## src/rtl/ecc_pkg.sv

```systemverilog
// Shared types and constants for the ECC domain-conversion blocks.
package ecc_pkg;

   localparam int DEF_WIDTH  = 32;
   localparam int DEF_NUM_CH = 3;

   typedef enum logic [1:0] {
      IDLE = 2'd0,
      RUN  = 2'd1,
      OUT  = 2'd2
   } state_t;

   function automatic int clamp_k(input int amt, input int width);
      return (amt > width) ? width : amt;
   endfunction

endpackage

```

## src/rtl/mod_step.sv

```systemverilog
// One modular doubling (dir=1) or halving (dir=0) step on a residue x < p, p odd.
module mod_step #(
   parameter int WIDTH = 32
) (
   input  logic [WIDTH-1:0] x,
   input  logic [WIDTH-1:0] p,
   input  logic             dir,
   output logic [WIDTH-1:0] y
);

   logic [WIDTH:0] dbl;

   assign dbl = {x, 1'b0};

   always_comb begin
      y = '0;
      if (dir) begin
         y = (dbl >= {1'b0, p}) ? (dbl[WIDTH-1:0] - p) : dbl[WIDTH-1:0];
      end else begin
         // (x+p)/2 for odd x and odd p, rearranged so the carry never leaves WIDTH bits
         y = (x >> 1) + (x[0] ? ((p >> 1) + WIDTH'(1)) : '0);
      end
   end

endmodule

```

## src/rtl/domain_transfer_mc.sv

```systemverilog
// Converts NUM_CH residues into (x*2^k mod p) or out of (x*2^-k mod p) the Montgomery domain.
//   state | meaning
//   IDLE  | waiting for a request, in_ready high
//   RUN   | one doubling/halving step per cycle on all channels
//   OUT   | result presented, held until out_ready
module domain_transfer_mc
   import ecc_pkg::*;
#(
   parameter int WIDTH  = DEF_WIDTH,
   parameter int NUM_CH = DEF_NUM_CH,
   parameter int CNT_W  = $clog2(WIDTH + 1)
) (
   input  logic                    clk,
   input  logic                    reset,
   input  logic                    in_valid,
   output logic                    in_ready,
   input  logic                    to_mont,
   input  logic [CNT_W-1:0]        shift_amt,
   input  logic [WIDTH-1:0]        prime,
   input  logic [NUM_CH*WIDTH-1:0] in_data,
   output logic                    out_valid,
   input  logic                    out_ready,
   output logic [NUM_CH*WIDTH-1:0] out_data,
   output logic                    err,
   output logic                    busy
);

   state_t                  state;
   logic [CNT_W-1:0]        cnt;
   logic [CNT_W-1:0]        k_reg;
   logic [CNT_W-1:0]        k_in;
   logic                    dir;
   logic [WIDTH-1:0]        p_reg;
   logic [NUM_CH*WIDTH-1:0] ch;
   logic [NUM_CH*WIDTH-1:0] ch_red;
   logic [NUM_CH*WIDTH-1:0] ch_nxt;
   logic                    prime_bad;

   assign k_in      = CNT_W'(clamp_k(int'(shift_amt), WIDTH));
   assign prime_bad = !prime[0] || (prime < WIDTH'(3));

   for (genvar gi = 0; gi < NUM_CH; gi++) begin : g_ch
      logic [WIDTH-1:0] x_in;
      assign x_in = in_data[gi*WIDTH +: WIDTH];
      // inputs arrive below 2p, so one conditional subtract fully reduces them
      assign ch_red[gi*WIDTH +: WIDTH] = (x_in >= prime) ? (x_in - prime) : x_in;

      mod_step #(.WIDTH(WIDTH)) u_step (
         .x   (ch[gi*WIDTH +: WIDTH]),
         .p   (p_reg),
         .dir (dir),
         .y   (ch_nxt[gi*WIDTH +: WIDTH])
      );
   end

   always_ff @(posedge clk) begin
      if (!reset) begin
         state     <= IDLE;
         cnt       <= '0;
         k_reg     <= '0;
         dir       <= 1'b0;
         p_reg     <= '0;
         ch        <= '0;
         out_data  <= '0;
         out_valid <= 1'b0;
         err       <= 1'b0;
         busy      <= 1'b0;
         in_ready  <= 1'b1;
      end else begin
         case (state)
            IDLE: begin
               if (in_valid) begin
                  p_reg    <= prime;
                  dir      <= to_mont;
                  k_reg    <= k_in;
                  cnt      <= '0;
                  in_ready <= 1'b0;
                  busy     <= 1'b1;
                  if (prime_bad) begin
                     ch        <= '0;
                     out_data  <= '0;
                     err       <= 1'b1;
                     out_valid <= 1'b1;
                     state     <= OUT;
                  end else if (k_in == '0) begin
                     ch        <= ch_red;
                     out_data  <= ch_red;
                     err       <= 1'b0;
                     out_valid <= 1'b1;
                     state     <= OUT;
                  end else begin
                     ch    <= ch_red;
                     err   <= 1'b0;
                     state <= RUN;
                  end
               end
            end
            RUN: begin
               ch  <= ch_nxt;
               cnt <= cnt + CNT_W'(1);
               if (cnt == k_reg - CNT_W'(1)) begin
                  out_data  <= ch_nxt;
                  out_valid <= 1'b1;
                  state     <= OUT;
               end
            end
            OUT: begin
               if (out_ready) begin
                  out_valid <= 1'b0;
                  err       <= 1'b0;
                  busy      <= 1'b0;
                  in_ready  <= 1'b1;
                  state     <= IDLE;
               end
            end
            default: state <= IDLE;
         endcase
      end
   end

endmodule

```

## config.mk

```make
export PLATFORM = sky130hd
export DESIGN_NAME = domain_transfer_mc
export DESIGN_NICKNAME = d
export VERILOG_FILES = /design/src/rtl/ecc_pkg.sv /design/src/rtl/mod_step.sv /design/src/rtl/domain_transfer_mc.sv
export SDC_FILE = /design/constraint.sdc
export NUM_CORES = 2
export LEC_CHECK = 0
export ABC_AREA = 1
export CAP_MARGIN = 10
export CORE_MARGIN = 3
export CORE_UTILIZATION = 55
export CTS_CLUSTER_DIAMETER = 80
export DETAILED_ROUTE_END_ITERATION = 10
export PLACE_DENSITY = 0.86
export REMOVE_ABC_BUFFERS = 1
export SLEW_MARGIN = 30
export SYNTH_ARGS = -nofsm -noshare
export SYNTH_HDL_FRONTEND = slang
export SYNTH_SLANG_ARGS = --single-unit
```

## constraint.sdc

```tcl
create_clock -name clk -period 4.9 [get_ports clk]
set_clock_uncertainty 0.05 [all_clocks]
set_input_delay 1.47 -clock clk [delete_from_list [all_inputs] [get_ports clk]]
set_output_delay 1.47 -clock clk [all_outputs]
set_load 0.01 [all_outputs]
```

==> impl_metrics.env <==
export IMPL_p_switching_mw=8.899
export IMPL_cts_tree="yes"
export IMPL_synth_cells=6371
export IMPL_cts_resized=0
export IMPL_ys_warnings_count=0
export IMPL_grt_usage_pct=48.55
export IMPL_synthDistinctLibCells=48
export IMPL_core_um2=62170
export IMPL_gp_congestion=1.148
export IMPL_ir_worst_vdd_mv=0.3917
export IMPL_drt_iter0_markers=6731
export IMPL_grt_max_degree=98
export IMPL_cts_root_buffer="clkbuf_16"
export IMPL_cp_data_arrival_time_ns=5.05
export IMPL_die_w_um=257.7
export IMPL_first_pass_iters=10
export IMPL_drive_above_1_share_pct=3.997
export IMPL_grt_ovfl_total=0
export IMPL_path_clk_slew_ns=0.07
export IMPL_use_met3_pct=12.14
export IMPL_vias=44900
export IMPL_power_frac_comb_pct=65.8
export IMPL_grt_use_met1_pct=61.08
export IMPL_ant_nets=0
export IMPL_period_needed_ns=4.634
export IMPL_tightest_slew_ns=0.9493
export IMPL_num_nets_final=7040
export IMPL_viasPerCell=6.010
export IMPL_layout_commonest_cell="nand2_1"
export IMPL_wl_um=168900
export IMPL_period_share_pct=94.58
export IMPL_setup_worst_path_end_class="register"
export IMPL_initial_utilization_pct=56.03
export IMPL_clkPwrFrac_pct=16.3
export IMPL_drc=0
export IMPL_grt_busiest_layer="met2"
export IMPL_max_freq_mhz=215.8
export IMPL_die_height_um=257.7
export IMPL_die_area_um2=66390
export IMPL_p_int_mw=7.300
export IMPL_cts_sinks=243
export IMPL_antenna_found_initial=7
export IMPL_synth_area_um2=34830
export IMPL_syn_avg_cell_area_um2=5.467
export IMPL_ys_async_sr_fraction_pct=0
export IMPL_synth_edf_count=0
export IMPL_ios=239
export IMPL_cts_buffer_depth=3
export IMPL_wl_per_cell_um=22.60
export IMPL_max_slew_margin_pct=36.71
export IMPL_ys_flop_type="dfxtp_1"
export IMPL_synthTopCellsByArea="nand2_1 (21%), dfxtp_1 (14%), inv_1 (12%)"
export IMPL_switching_share_pct=54.94
export IMPL_yosys_area_top_type="nand2_1"
export IMPL_fin_ws_ns=0.2657
export IMPL_crit_type="reg2reg"
export IMPL_worstSkewPairLatency_ns=0.60
export IMPL_tns_ns=0
export IMPL_portBuffers=238
export IMPL_hold_buffers=0
export IMPL_synth_top_area_share_pct=20.81
export IMPL_area_growth_syn_to_layout_pct=13.93
export IMPL_power_mw=16.20
export IMPL_hold_viol=0
export IMPL_drv_slew=0
export IMPL_final_cell_mix="nand2_1 (1929), inv_1 (1085), nand3_1 (702)"
export IMPL_critPathLaunchType="register"
export IMPL_power_frac_seq_pct=17.9
export IMPL_synth_seq_cells=243
export IMPL_hpwlAfterDp_um=138300
export IMPL_power_leakage_nw=21.21
export IMPL_power_density_nw_per_um2=408.2
export IMPL_rsz0062_at_grt="false"
export IMPL_grt_pass1_wl_um=247700
export IMPL_cts_made_buffers=36
export IMPL_cp_max_fo=5
export IMPL_htreeDepth=2
export IMPL_preCtsSetupSlack_ns=0.1685
export IMPL_grt_pass1_vias=41010
export IMPL_maxCapViolCount=0
export IMPL_row_count=91
export IMPL_cp_data_required_time_ns=5.32
export IMPL_status="finished, final reports clean"
export IMPL_setup_viol=0
export IMPL_ys_seq_area_share_pct=13.97
export IMPL_use_met2_pct=72.13
export IMPL_hp_class="reg2reg"
export IMPL_postCtsSetupRepairBufs=0
[stage by stage]
| step | cells | hold WS (ns) | cell area, um^2 | util [%] |
|---|---|---|---|---|
| finish | 7471 | 0.4091 | 39680 | 63.83 |
| global route | 7468 | 0.4397 | 39680 | 63.82 |
| CTS | 7467 | 0.4147 | 39660 | 63.80 |
| detailed placement | 7403 | 0.4018 | 38510 | 61.94 |
| global placement | 7403 | 0.3903 | 38510 | 61.94 |
| floorplan | 6204 | 0.4075 | 33970 | - |
[area by class of cell]
cell class	instances	area, um^2
timing repair buffer	362	3458
clock inverter	17	165.2
multi-input combinational	4864	25020
inverter	1097	4124
fill	6158	22480
sequential	243	4868
tap	837	1047
antenna	4	10.01
clock buffer	47	993.5
[cells by family after synthesis]
group	Yosys count	synth area share, %
xor gates and xnor gates	161	4.048
DFF	243	13.97
buffers and inverters	1264	14.31
AOI/OAI and AO/OA	951	14.92
and+or+nand+nor	3455	41.89
adders and majority gates	297	10.86
[worst paths after layout]
check | slack [ns] | end | cells past startpoint | from
worst max-delay path | 0.27 | ch[30]$_SDFFE_PN0P_ | 22 | p_reg[3]$_SDFFE_PN0P_
worst min register to register | 0.41 | in_ready$_SDFFE_PN1P_ | 2 | in_ready$_SDFFE_PN1P_
worst min-delay path | 0.41 | in_ready$_SDFFE_PN1P_ | 2 | in_ready$_SDFFE_PN1P_
worst max register to register | 0.27 | ch[30]$_SDFFE_PN0P_ | 22 | p_reg[3]$_SDFFE_PN0P_
[routing by layer]
metal  up-vias  wire [um]
met5         -          0
met4         0      15030
met3       684      22470
met2      3172      68490
met1     20220      62850
li1      20830          -
[synthesized netlist by cell type, drive strengths merged (52+ instances only)]
cell / instances
a21oi: 513
buf: 82
clkbuf: 85
dfxtp: 243
ha: 288
inv: 1096
nand2: 1944
nand3: 706
nand3b: 52
nand4: 66
nor2: 569
nor3: 63
o21a: 53
o21ai: 278
xnor2: 64
xor2: 97
[worst max-delay path, stage by stage, from the launching register on]
cell and delay, ns:
dfxtp_1 0.40, nand3_1 0.17, nor3_2 0.25, and2_1 0.28, nand2_1 0.13, nor3_1 0.34, nand2_1 0.11, xor2_1 0.70
nor2_1 0.30, ha_1 0.45, nand2_1 0.13, nor3_1 0.29, nand2_1 0.13, nor2_1 0.10, nand2_1 0.10, nand2_1 0.08
nand2_1 0.04, nand3_1 0.09, nand2_1 0.07, nand2_1 0.08, nand3_1 0.08, nand2_1 0.09, inv_1 0.05
[power groups by stage]
stage          Combinational, mW  Clock (mW)  Sequential, mW
2_1_floorplan               6.46           0            2.75
3_3_place_gp                10.0           0            2.89
3_5_place_dp                10.1           0            2.89
4_1_cts                     10.2        2.62            2.86
5_1_grt                     11.4        2.69            2.90
6_report                    10.7        2.64            2.90
No activity file was read; power rests on OpenSTA's default activity.
